$ cat config.mk
export PLATFORM = sky130hd
export DESIGN_NAME = digit_serial_subtractor_flat
export DESIGN_NICKNAME = d
export VERILOG_FILES = /design/src/rtl/digit_serial_subtractor_if.sv /design/src/rtl/digit_serial_subtractor.sv /design/src/flat_wrapper.sv
export SDC_FILE = /design/constraint.sdc
export NUM_CORES = 1
export LEC_CHECK = 0
export CORE_MARGIN = 1
export CORE_UTILIZATION = 28
export CTS_CLUSTER_SIZE = 30
export DETAILED_ROUTE_END_ITERATION = 10
export DONT_BUFFER_PORTS = 1
export PLACE_DENSITY = 0.5
export SLEW_MARGIN = 25
export SYNTH_ARGS = -nofsm -noshare
export SYNTH_HDL_FRONTEND = slang
export SYNTH_SLANG_ARGS = --single-unit
$ cat constraint.sdc
create_clock -name clk -period 5.9 [get_ports clk]
set_clock_uncertainty 0.2 [all_clocks]
set_input_delay 1.18 -clock clk [delete_from_list [all_inputs] [get_ports clk]]
set_output_delay 1.18 -clock clk [all_outputs]
set_load 0.05 [all_outputs]
$ cat src/rtl/digit_serial_subtractor_if.sv
// Operand/result bundle for the digit-serial subtractor.
// Optional macro SUBTRACTOR_ADD_MODE_EN adds the op select line.
interface digit_serial_subtractor_if #(
    parameter int WIDTH = 64
);
    logic             start;
    logic [WIDTH-1:0] a;
    logic [WIDTH-1:0] b;
    logic             bi;
    logic             busy;
    logic             done;
    logic [WIDTH-1:0] d;
    logic             bo;
    logic             ov;
`ifdef SUBTRACTOR_ADD_MODE_EN
    logic             op;

    modport master (output start, a, b, bi, op, input busy, done, d, bo, ov);
    modport slave  (input start, a, b, bi, op, output busy, done, d, bo, ov);
`else
    modport master (output start, a, b, bi, input busy, done, d, bo, ov);
    modport slave  (input start, a, b, bi, output busy, done, d, bo, ov);
`endif
endinterface

$ cat src/rtl/digit_serial_subtractor.sv
// Digit-serial WIDTH-bit subtractor: d = a - b - bi, DIGIT bits per clock,
// LSB digit first, with start/busy/done handshake.
// Optional macro SUBTRACTOR_ADD_MODE_EN: op=1 turns the block into an adder
// (d = a + b + bi, bo = carry-out, ov = signed add overflow).
module digit_serial_subtractor #(
    parameter int WIDTH = 64,
    parameter int DIGIT = 8
) (
    input logic                      clk,
    input logic                      rst_n,
    digit_serial_subtractor_if.slave bus
);
    localparam int K     = WIDTH / DIGIT;
    localparam int CNT_W = (K > 1) ? $clog2(K) : 1;
    localparam int DW    = DIGIT + 1;

    typedef enum logic [1:0] {IDLE, RUN, DONE} state_t;

    state_t             state_q, state_d;
    logic [CNT_W-1:0]   cnt_q, cnt_d;
    logic               busy_q, busy_d;
    logic               done_q, done_d;
    logic [WIDTH-1:0]   d_q, d_d;
    logic               bo_q, bo_d;
    logic               ov_q, ov_d;

    logic [WIDTH-1:0]   a_sh_q, a_sh_d;
    logic [WIDTH-1:0]   b_sh_q, b_sh_d;
    logic [WIDTH-1:0]   acc_q, acc_d;
    logic               brw_q, brw_d;

    logic               add_mode;
    logic               accept;
    logic               last;
    logic [DIGIT:0]     dig_res;
    logic [WIDTH-1:0]   acc_next;
    logic               ovf;
    logic               a_s, b_s, d_s;

`ifdef SUBTRACTOR_ADD_MODE_EN
    logic               op_q, op_d;
    assign add_mode = op_q;
`else
    assign add_mode = 1'b0;
`endif

    // A new operation may be accepted from IDLE or from the single DONE cycle.
    assign accept = ((state_q == IDLE) || (state_q == DONE)) && bus.start;
    assign last   = (state_q == RUN) && (cnt_q == CNT_W'(K - 1));

    // One digit of the arithmetic; the extra MSB is the borrow (or carry) out.
    always_comb begin
        if (add_mode)
            dig_res = {1'b0, a_sh_q[DIGIT-1:0]} + {1'b0, b_sh_q[DIGIT-1:0]} + DW'(brw_q);
        else
            dig_res = {1'b0, a_sh_q[DIGIT-1:0]} - {1'b0, b_sh_q[DIGIT-1:0]} - DW'(brw_q);
        // New digit enters at the top so the LSB digit ends at bit 0 after K steps.
        acc_next = (acc_q >> DIGIT) | (WIDTH'(dig_res[DIGIT-1:0]) << (WIDTH - DIGIT));
        // On the last step the low digit of each shift register holds the sign bit.
        a_s = a_sh_q[DIGIT-1];
        b_s = b_sh_q[DIGIT-1];
        d_s = dig_res[DIGIT-1];
        if (add_mode)
            ovf = (a_s == b_s) && (d_s != a_s);
        else
            ovf = (a_s != b_s) && (d_s != a_s);
    end

    // Next-state logic for the control FSM and the held result outputs.
    always_comb begin
        state_d = state_q;
        cnt_d   = cnt_q;
        d_d     = d_q;
        bo_d    = bo_q;
        ov_d    = ov_q;
        case (state_q)
            IDLE, DONE: begin
                state_d = IDLE;
                if (accept) begin
                    state_d = RUN;
                    cnt_d   = '0;
                end
            end
            RUN: begin
                cnt_d = cnt_q + 1'b1;
                if (last) begin
                    state_d = DONE;
                    d_d     = acc_next;
                    bo_d    = dig_res[DIGIT];
                    ov_d    = ovf;
                end
            end
            default: state_d = IDLE;
        endcase
        busy_d = (state_d == RUN);
        done_d = (state_d == DONE);
    end

    // Next values of the operand shift registers and the partial result.
    always_comb begin
        a_sh_d = a_sh_q;
        b_sh_d = b_sh_q;
        acc_d  = acc_q;
        brw_d  = brw_q;
`ifdef SUBTRACTOR_ADD_MODE_EN
        op_d   = op_q;
`endif
        if (accept) begin
            a_sh_d = bus.a;
            b_sh_d = bus.b;
            brw_d  = bus.bi;
`ifdef SUBTRACTOR_ADD_MODE_EN
            op_d   = bus.op;
`endif
        end else if (state_q == RUN) begin
            a_sh_d = a_sh_q >> DIGIT;
            b_sh_d = b_sh_q >> DIGIT;
            acc_d  = acc_next;
            brw_d  = dig_res[DIGIT];
        end
    end

    // Control state and visible outputs, cleared by synchronous reset.
    always_ff @(posedge clk) begin
        if (!rst_n) begin
            state_q <= IDLE;
            cnt_q   <= '0;
            busy_q  <= 1'b0;
            done_q  <= 1'b0;
            d_q     <= '0;
            bo_q    <= 1'b0;
            ov_q    <= 1'b0;
        end else begin
            state_q <= state_d;
            cnt_q   <= cnt_d;
            busy_q  <= busy_d;
            done_q  <= done_d;
            d_q     <= d_d;
            bo_q    <= bo_d;
            ov_q    <= ov_d;
        end
    end

    // Datapath registers; always reloaded on accept, so no reset needed.
    always_ff @(posedge clk) begin
        a_sh_q <= a_sh_d;
        b_sh_q <= b_sh_d;
        acc_q  <= acc_d;
        brw_q  <= brw_d;
`ifdef SUBTRACTOR_ADD_MODE_EN
        op_q   <= op_d;
`endif
    end

    assign bus.busy = busy_q;
    assign bus.done = done_q;
    assign bus.d    = d_q;
    assign bus.bo   = bo_q;
    assign bus.ov   = ov_q;
endmodule

$ cat src/flat_wrapper.sv
// flat-port wrapper written by rule: the top's interface ports become plain ports
module digit_serial_subtractor_flat 
#(
    parameter int WIDTH = 64,
    parameter int DIGIT = 8
)
  (clk, rst_n, bus_start, bus_a, bus_b, bus_bi, bus_busy, bus_done, bus_d, bus_bo, bus_ov);
  digit_serial_subtractor_if #(.WIDTH(WIDTH)) bus_i ();
  input logic clk;
  input logic rst_n;
  input wire logic [$bits(bus_i.start)-1:0] bus_start;
  input wire logic [$bits(bus_i.a)-1:0] bus_a;
  input wire logic [$bits(bus_i.b)-1:0] bus_b;
  input wire logic [$bits(bus_i.bi)-1:0] bus_bi;
  output wire logic [$bits(bus_i.busy)-1:0] bus_busy;
  output wire logic [$bits(bus_i.done)-1:0] bus_done;
  output wire logic [$bits(bus_i.d)-1:0] bus_d;
  output wire logic [$bits(bus_i.bo)-1:0] bus_bo;
  output wire logic [$bits(bus_i.ov)-1:0] bus_ov;
  assign bus_i.start = bus_start;
  assign bus_i.a = bus_a;
  assign bus_i.b = bus_b;
  assign bus_i.bi = bus_bi;
  assign bus_busy = bus_i.busy;
  assign bus_done = bus_i.done;
  assign bus_d = bus_i.d;
  assign bus_bo = bus_i.bo;
  assign bus_ov = bus_i.ov;
  digit_serial_subtractor #(.WIDTH(WIDTH), .DIGIT(DIGIT)) u_core (.clk(clk), .rst_n(rst_n), .bus(bus_i));
endmodule
Word-level counts from Yosys, hierarchy flattened. Index checks and enable logic that the tools add are counted.

Add/subtract/negate cells: 3. Equality and inequality tests: 8. Mux-type cells: 11. Bitwise gates (word level): 2. Reductions and logical operators: 11.

Operators with widths (number): $mux W64 (4); $or A56 B64 Y64 (1); $sub A8 B8 Y9 (1); $sub A9 B1 Y9 (1); $pmux W3 S2 (1); $reduce_and A2 Y1 (3); $eq A2 B1 Y1 const B (2); $eq A2 B2 Y1 const B (2); $pmux W2 S2 (1); $reduce_bool A2 Y1 (2); $add A3 B1 Y3 const B (1); $eq A3 B3 Y1 const B (1); $logic_and A1 B1 Y1 (3); $mux W1 (3); $mux W3 (1); $logic_not A2 Y1 (1); $mux W2 (1); $ne A1 B1 Y1 (2); $ne A2 B1 Y1 const B (1); $reduce_or A2 Y1 (1); $logic_or A1 B1 Y1 (1); $not A1 Y1 (1).

Register bits: 266. Logic and storage cells: 46.

Depth between registers and ports, before layout. Gate-level depths: netlist of run 1.

Depth after elaboration: 6. Mapped depth: 9.

Worst setup path after synthesis of run 1. OpenSTA, ideal clock, no wires.

Path type: register -> register. Start: reg u_core.state_q[1]. End: reg u_core.a_sh_q[0], enable pin. Arrival time: 4.418 ns. Slack: 0.799 ns. Stages on the path, launching flop included: 5. Clock period less this slack: 5.101 ns. Cells stage by stage: dfxtp_1 nand2b_1 inv_1 nor2_1 inv_1.

Longest elaborated chain between the ends: 4. Elaborated cells between the ends (all ways): 6. Classes of those cells: eq/ne: 2; reduce/logical: 4.

RTL lines: start: declaration (line digit_serial_subtractor.sv:19) `state_t state_q, state_d;`; start signal: assignment (line digit_serial_subtractor.sv:134) `state_q <= state_d;`; $eq A2 B2 Y1 or $logic_not A2 Y1 (tied branches) (line digit_serial_subtractor.sv:48) `assign accept = ((state_q == IDLE) || (state_q == DONE)) && bus.start;`; $logic_or A1 B1 Y1 (line digit_serial_subtractor.sv:48); $logic_and A1 B1 Y1 (line digit_serial_subtractor.sv:48); $reduce_bool A2 Y1 (no line) *; end signal: assignment (line digit_serial_subtractor.sv:146) `a_sh_q <= a_sh_d;`; end: declaration (line digit_serial_subtractor.sv:27) `logic [WIDTH-1:0] a_sh_q, a_sh_d;`.

Mark *: on every way between the ends. The rest lies on a longest branch, timed or not. A chain may end at the register's enable or synchronous reset.

Worst setup path after layout of run 1.
Start: reg u_core.state_q[0]. End: reg u_core.a_sh_q[29], enable pin.

The elaborated chain is that of the path after synthesis.

==> results of run 1 <==
==> through the flow <==
stage / hold slack, ns / worst slack [ns] / std cells / total power [mW] / instance area (um2)
after floorplan: 0.226 / 0.799 / 954 / 2.57 / 10300
after global placement: 0.231 / 2.34 / 1374 / 2.68 / 10700
after detailed placement: 0.232 / 2.29 / 1374 / 2.69 / 10700
after CTS: 0.242 / 2.69 / 1428 / 4.44 / 11600
after global routing: 0.256 / 2.48 / 1428 / 4.57 / 11600
final: 0.243 / 2.78 / 1428 / 4.35 / 11600
==> critical path: stages (launching register included) <==
cell and delay, ns:
dfxtp_1 0.41, nand2b_1 0.13, inv_2 0.06, buf_4 0.63, nor2_1 0.27, inv_6 0.51
buf_4 0.51
==> per-layer routing <==
layer  up-vias  track usage (%)  part of all wire (%)
met2       191             19.5                    47
li1       3130                -                     -
met3        36             5.98                    11
met1      2909             13.6                    40
met4         4             2.99                   1.8
met5         -                0                  0.14
==> kinds of logic (layout without fill, tap and decap cells) <==
group / after synthesis / in the layout / share of synthesized area, %
xor+xnor: 5 / 5 / 0.426
flops: 258 / 258 / 68.3
simple gates: 515 / 515 / 20.0
buf+inv: 72 / 85 / 2.72
fa+ha+maj: 18 / 18 / 2.34
compound gates: 86 / 86 / 6.23
==> layout make-up <==
| type | count | area (um2) | share of cell area [%] |
|---|---|---|---|
| flip-flops and latches | 258 | 7020 | 60.2 |
| inverters | 23 | 91.3 | 0.784 |
| clock inverters | 18 | 149 | 1.28 |
| clock buffers | 36 | 762 | 6.54 |
| well taps | 461 | 577 | 4.95 |
| repair buffers | 8 | 60.1 | 0.516 |
| multi-input cells | 624 | 2990 | 25.7 |
==> registers in the layout, indices dropped and copies added (netlist names), 2 cells and up <==
signal / count
u_core.acc_q: 56
u_core.state_q: 2
u_core.b_sh_q: 64
u_core.cnt_q: 3
u_core.a_sh_q: 64
u_core.bus.d: 64
==> synth_stat cells, drive strengths merged <==
cell type and number:
o211ai 1, nor2b 5, a22oi 2, inv 23
a21o 4, a31o 1, o311ai 1, a21boi 61
nand3 7, o21bai 2, clkbuf 41, nand2 460
edfxtp 185, nand2b 3, nor3 2, or3 2
a31oi 2, xor2 3, a21oi 5, nand3b 1
ha 16, o21a 1, and3 2, and4 1
fa 2, nor2 9, a211o 1, and2 20
nor3b 2, buf 8, xnor2 2, nand4 1
dfxtp 73, o21ai 5
==> power by group <==
group | total (mW) | leakage [nW] | internal, mW | switching (mW)
sequential | 2.22 | 2.41 | 2.17 | 0.0552
combinational | 0.414 | 1.67 | 0.146 | 0.268
clock | 1.72 | 0.441 | 1.00 | 0.716
==> how the worst min path moves through the flow <==
stage          slack, ns                to             start
3_3_place_gp        0.23   u_core.acc_q[8]  u_core.acc_q[16]
4_1_cts             0.24  u_core.acc_q[55]  u_core.acc_q[63]
3_5_place_dp        0.23  u_core.acc_q[48]  u_core.acc_q[56]
2_1_floorplan       0.23  u_core.acc_q[10]  u_core.acc_q[18]
5_1_grt             0.26  u_core.acc_q[48]  u_core.acc_q[56]
6_report            0.24  u_core.acc_q[55]  u_core.acc_q[63]
==> placed cells by master (no fill, tap or decap), drive strengths merged, types with 3 or more instances in the layout <==
master    netlist  routed
nand2         460     460
edfxtp        185     185
dfxtp          73      73
a21boi         61      61
clkbuf         41      36
inv            23      25
and2           20      20
ha             16      16
clkinv          0      11
nor2            9       9
buf             8       8
nand3           7       7
o21ai           5       5
a21oi           5       5
nor2b           5       5
a21o            4       4
xor2            3       3
clkinvlp        0       3
nand2b          3       3
==> results.md, run 1 <==
* DR iter-0 viols at ~270
* Peak ir drop on the vdd network at approximately 0.21 mV
* Required time of the worst setup path at roughly 5.9 ns
* Final Hold Viols at 0
* Die X at between 150 and 200 um
* R2r endpoint: u_core.a_sh_q[29]
* Number of global-route vias before repair at roughly 6200
* Maximum clock rate at 321 MHz
* Area share of the largest cell type after synthesis at between 50% and 60%
* Unrepaired setup endpoints after global routing: false
* # Max-Cap Violations at 0
* Cells after synthesis at 954
* Synthesis-to-finish area growth at 13.4%
* Largest cells by area after synthesis: edfxtp_1 54%, nand2_1 17%, dfxtp_1 14%
* Wire length of the first global-routing pass at about 35000 um
* Largest net degree at the start of global routing at 93
* Deepest level of the CTS H-tree at 1
* Core ar. at ~36000 um2
* Yosys warns at 0
* Dpl hpwl at around 15000 um
* Type of destination of the critical path: register
* Final setup violating endpoints at 0
* Critical-path maximum fanout at 65
* Syn Std Cell Area at slightly above 10000 um2
* Outcome: complete, but fails checks
* Net count after synthesis at 1104
* Drt pass-1 iters at 7
* Final Routed Wirelength at roughly 23000 um
* Die span in y at 194 um
* Post-synthesis area per instance at 10.8 um2
* Register clock-pin slew on the reported worst setup and hold paths at around 0.06 ns
* GRT Residual Overflow at 0
* TritonCTS buffer count at 29
* Relative slew margins at 43.8%
* Antenna cells at 0
* Max clock buf depth at 3
* Min cycle time layout at approximately 3.1 ns
* Signal arrival time at the worst endpoint at 3.11 ns
* Number of buffers inserted by post-CTS setup repair at 0
* Area of the die at roughly 37000 um2
* Worst Hold Depth at 0
* Launching point of the worst reg2reg path: u_core.state_q[0]
* Number of nets in the final layout at approximately 1100
* Worst skew pair latency at roughly 0.55 ns
* Num ports at 200
* Final routed wire length divided by cell count at roughly 16 um
* Violated checks: design-rule violations
* Power per standard cell area at between 300 and 400 nW/um2
* Dominant cell type by area after synthesis: edfxtp_1
* CTS tree: done
* Fill cell instance count of the final layout at around 3600
* Final core utilization at approximately a third
* Post-CTS Hold Buffers at 0
* Weighted congestion at the end of routability-driven global placement at ~0.75
* Launching instance or port of the critical path: u_core.state_q[0]
* Setup Crit Path Kind: reg -> reg
* Worst reg-to-reg setup slack at approximately 2.8 ns
* Row count at 69
* PortBufs at 0
* CTS resizes at 0
* Critical path endpoint: u_core.a_sh_q[29]
* Global-route total usage across every layer at 11.8%
* Number of flip-flops and latches in the synthesized netlist at 258
* Register area share after synthesis at 68.3%
* Initial Util at 28.7%
* Startpoint Class: register
* Via count at 6270
* Root Buffer Master: clkbuf_16
* Worst Tran Pin Value at 0.843 ns
* Final ANT Viol Nets at 0
* Leakage at between 4 and 5 nW
* Number of library cell types mapped by synthesis at 38
* Number of cells traversed by the worst register-to-register path at 6
* Count of pins over their slew limit at 0
* Worst min path class: reg -> reg
* Share of post-route cells with drive strength above 1 at under 10%
* Number of antenna violations at the first check in global routing at 2
* Sum of negative setup slack at 0 ns
* Crit share post-route at a little over half
* Drc violations at 12
* CTS sink count at ~260
* Via density per instance at roughly 4.4
Power figures use the tool's default switching activity.
==> run 2: changes to the inputs <==
==> constraint.sdc (replaced) <==
create_clock -name clk -period 3.1 [get_ports clk]
set_clock_uncertainty 0.2 [all_clocks]
set_input_delay 0.62 -clock clk [delete_from_list [all_inputs] [get_ports clk]]
set_output_delay 0.62 -clock clk [all_outputs]
set_load 0.05 [all_outputs]
==> run 2 against run 1 <==
The run still ends with design-rule violations left. Register-to-register slack lost 2.4 ns. Critical path depth rose by 3. Sequential share of layout area is 1.3 points lower. Cell area rose by 2.2%. Core utilization grew 0.70 points. Non-clock buffer count is 6 higher. Die area did not move. Clock-buffer cell count rose by 5. Worst setup slack got worse by 2.4 ns. Fmax increased by 13%. Global-route usage grew 0.13 points.
==> results.md, run 2 (synthesis gave the netlist of run 1 again) <==
* Outcome: complete, but fails checks
* Violated checks: design-rule violations
* Wire length of the first global-routing pass at between 30000 and 40000 um
* Maximum clock rate at 363 MHz
* GRT Residual Overflow at 0
* Relative slew margins at ~45%
* Sum of negative setup slack at 0 ns
* Weighted congestion at the end of routability-driven global placement at between 0.7 and 0.8
* Drc violations at 9
* Global-route total usage across every layer at roughly an eighth
* Largest net degree at the start of global routing at 130
* Crit share post-route at roughly nine tenths
* Post-CTS Hold Buffers at 3
* Crit-path cells: inv_1 -> fa_1 -> inv_1 -> ha_1 -> o21ai_0 -> a21oi_1 -> or3_4 -> and2_4 -> o311ai_4
* Signal arrival time at the worst endpoint at 3.01 ns
* Critical-path maximum fanout at 3
* Initial Util at ~29%
* Final-layout worst hold slack at approximately 0.030 ns
* Num ports at 200
* Dpl hpwl at between 10000 and 15000 um
* DR iter-0 viols at about 250
* Min cycle time layout at about 2.8 ns
* Power per standard cell area at 732 nW/um2
* Combined area of the multi-input logic cells at 3010 um2
* Count of pins over their slew limit at 0
* Final Routed Wirelength at about 23000 um
* Root Buffer Master: clkbuf_16
* Required time of the worst setup path at 3.35 ns
* Via count at a little over 6000
* Core ar. at 35800 um2
* Die X at around 190 um
* Leakage at ~4.6 nW
* Type of destination of the critical path: register
* Final ANT Viol Nets at 0
* Worst Tran Pin Value at slightly above 0.8 ns
* Final core utilization at between 30% and 40%
* Share of post-route cells with drive strength above 1 at just under 7%
* Antenna cells at 0
* Number of nets in the final layout at 1101
* Unrepaired setup endpoints after global routing: false
* Worst-path cell with the longest stage delay: fa_1
* Row count at 69
* Final setup violating endpoints at 0
* CTS tree: done
* CTS sink count at approximately 260
* Drt pass-1 iters at 7
* FF/Latch Area at around 7000 um2
* Final routed wire length divided by cell count at 16.0 um
* Highest-count cells in the layout ignoring fill and taps: 459 x nand2_1, 185 x edfxtp_1, 73 x dfxtp_1
* Highest cell delay on the worst timing path at 0.56 ns
* Setup Crit Path Kind: reg -> reg
* Deepest level of the CTS H-tree at 1
* Worst reg-to-reg setup slack at roughly 0.35 ns
* Register clock-pin slew on the reported worst setup and hold paths at roughly 0.06 ns
* Worst min path class: in -> reg
* Worst skew pair latency at ~0.55 ns
* Fill cell instance count of the final layout at about 3600
* TritonCTS buffer count at 30
* Number of antenna violations at the first check in global routing at 0
* Number of buffer and inverter stages on the critical path at 2
* Worst path most repeated cell: inv_1
* Die span in y at around 190 um
* Synthesis-to-finish area growth at 15.9%
* Via density per instance at 4.34
* Final Hold Viols at 0
* Family of cells with the greatest summed delay on the critical path: adder cells
* Startpoint Class: register
* Area of the die at 37400 um2
* PortBufs at 0
* Peak ir drop on the vdd network at roughly 0.42 mV
* CTS resizes at 0
* # Max-Cap Violations at 0
* Number of buffers inserted by post-CTS setup repair at 0
* Number of global-route vias before repair at about 6300
* Most frequent standard cell in the layout excluding fill and tap cells: nand2_1
* Max clock buf depth at 3
==> run 2: layer usage <==
layer  vias to the layer above  wire length (um)  track usage (%)
met5                         -                 0                0
met4                         0               533             3.05
met3                        42              2630             6.40
met2                       184             10300             19.2
met1                      2853              9400             13.9
li1                       3147                 -                -
==> run 2: cell type report <==
cell class                 instances  share of cell area (%)
clock inverter                    15                    1.49
tap                              461                    4.85
timing repair buffer              14                    1.37
sequential                       258                    59.0
multi-input combinational        624                    25.3
inverter                          23                   0.789
clock buffer                      41                    7.27
==> run 2: where the power goes <==
group,switching [mW],internal [mW]
registers,0.104,4.12
clock network,1.40,2.27
logic,0.521,0.291
==> run 2: through the flow <==
step	cell area (um2)	worst slack [ns]	instances	power [mW]
global route	11900	0.194	1436	9.11
CTS	11900	0.326	1436	8.86
finish	11900	0.346	1436	8.71
detailed placement	10800	0.357	1377	5.13
floorplan	10300	-0.989	954	4.90
global placement	10800	0.430	1377	5.11
==> run 2: worst register-to-register path: stages (launching register included) <==
cell and delay [ns]:
edfxtp_1 0.33, inv_1 0.06, fa_1 0.56, inv_1 0.06, ha_1 0.19, o21ai_0 0.31, a21oi_1 0.14, or3_4 0.39
and2_4 0.18, o311ai_4 0.25
==> run 2: path summary, 6_finish.rpt <==
kind	end	depth (start not counted)	from
max	u_core.bus.ov	9	u_core.brw_q
min	u_core.bus.d[7]	1	rst_n
max reg2reg	u_core.bus.ov	9	u_core.brw_q
min reg2reg	u_core.acc_q[51]	0	u_core.acc_q[59]
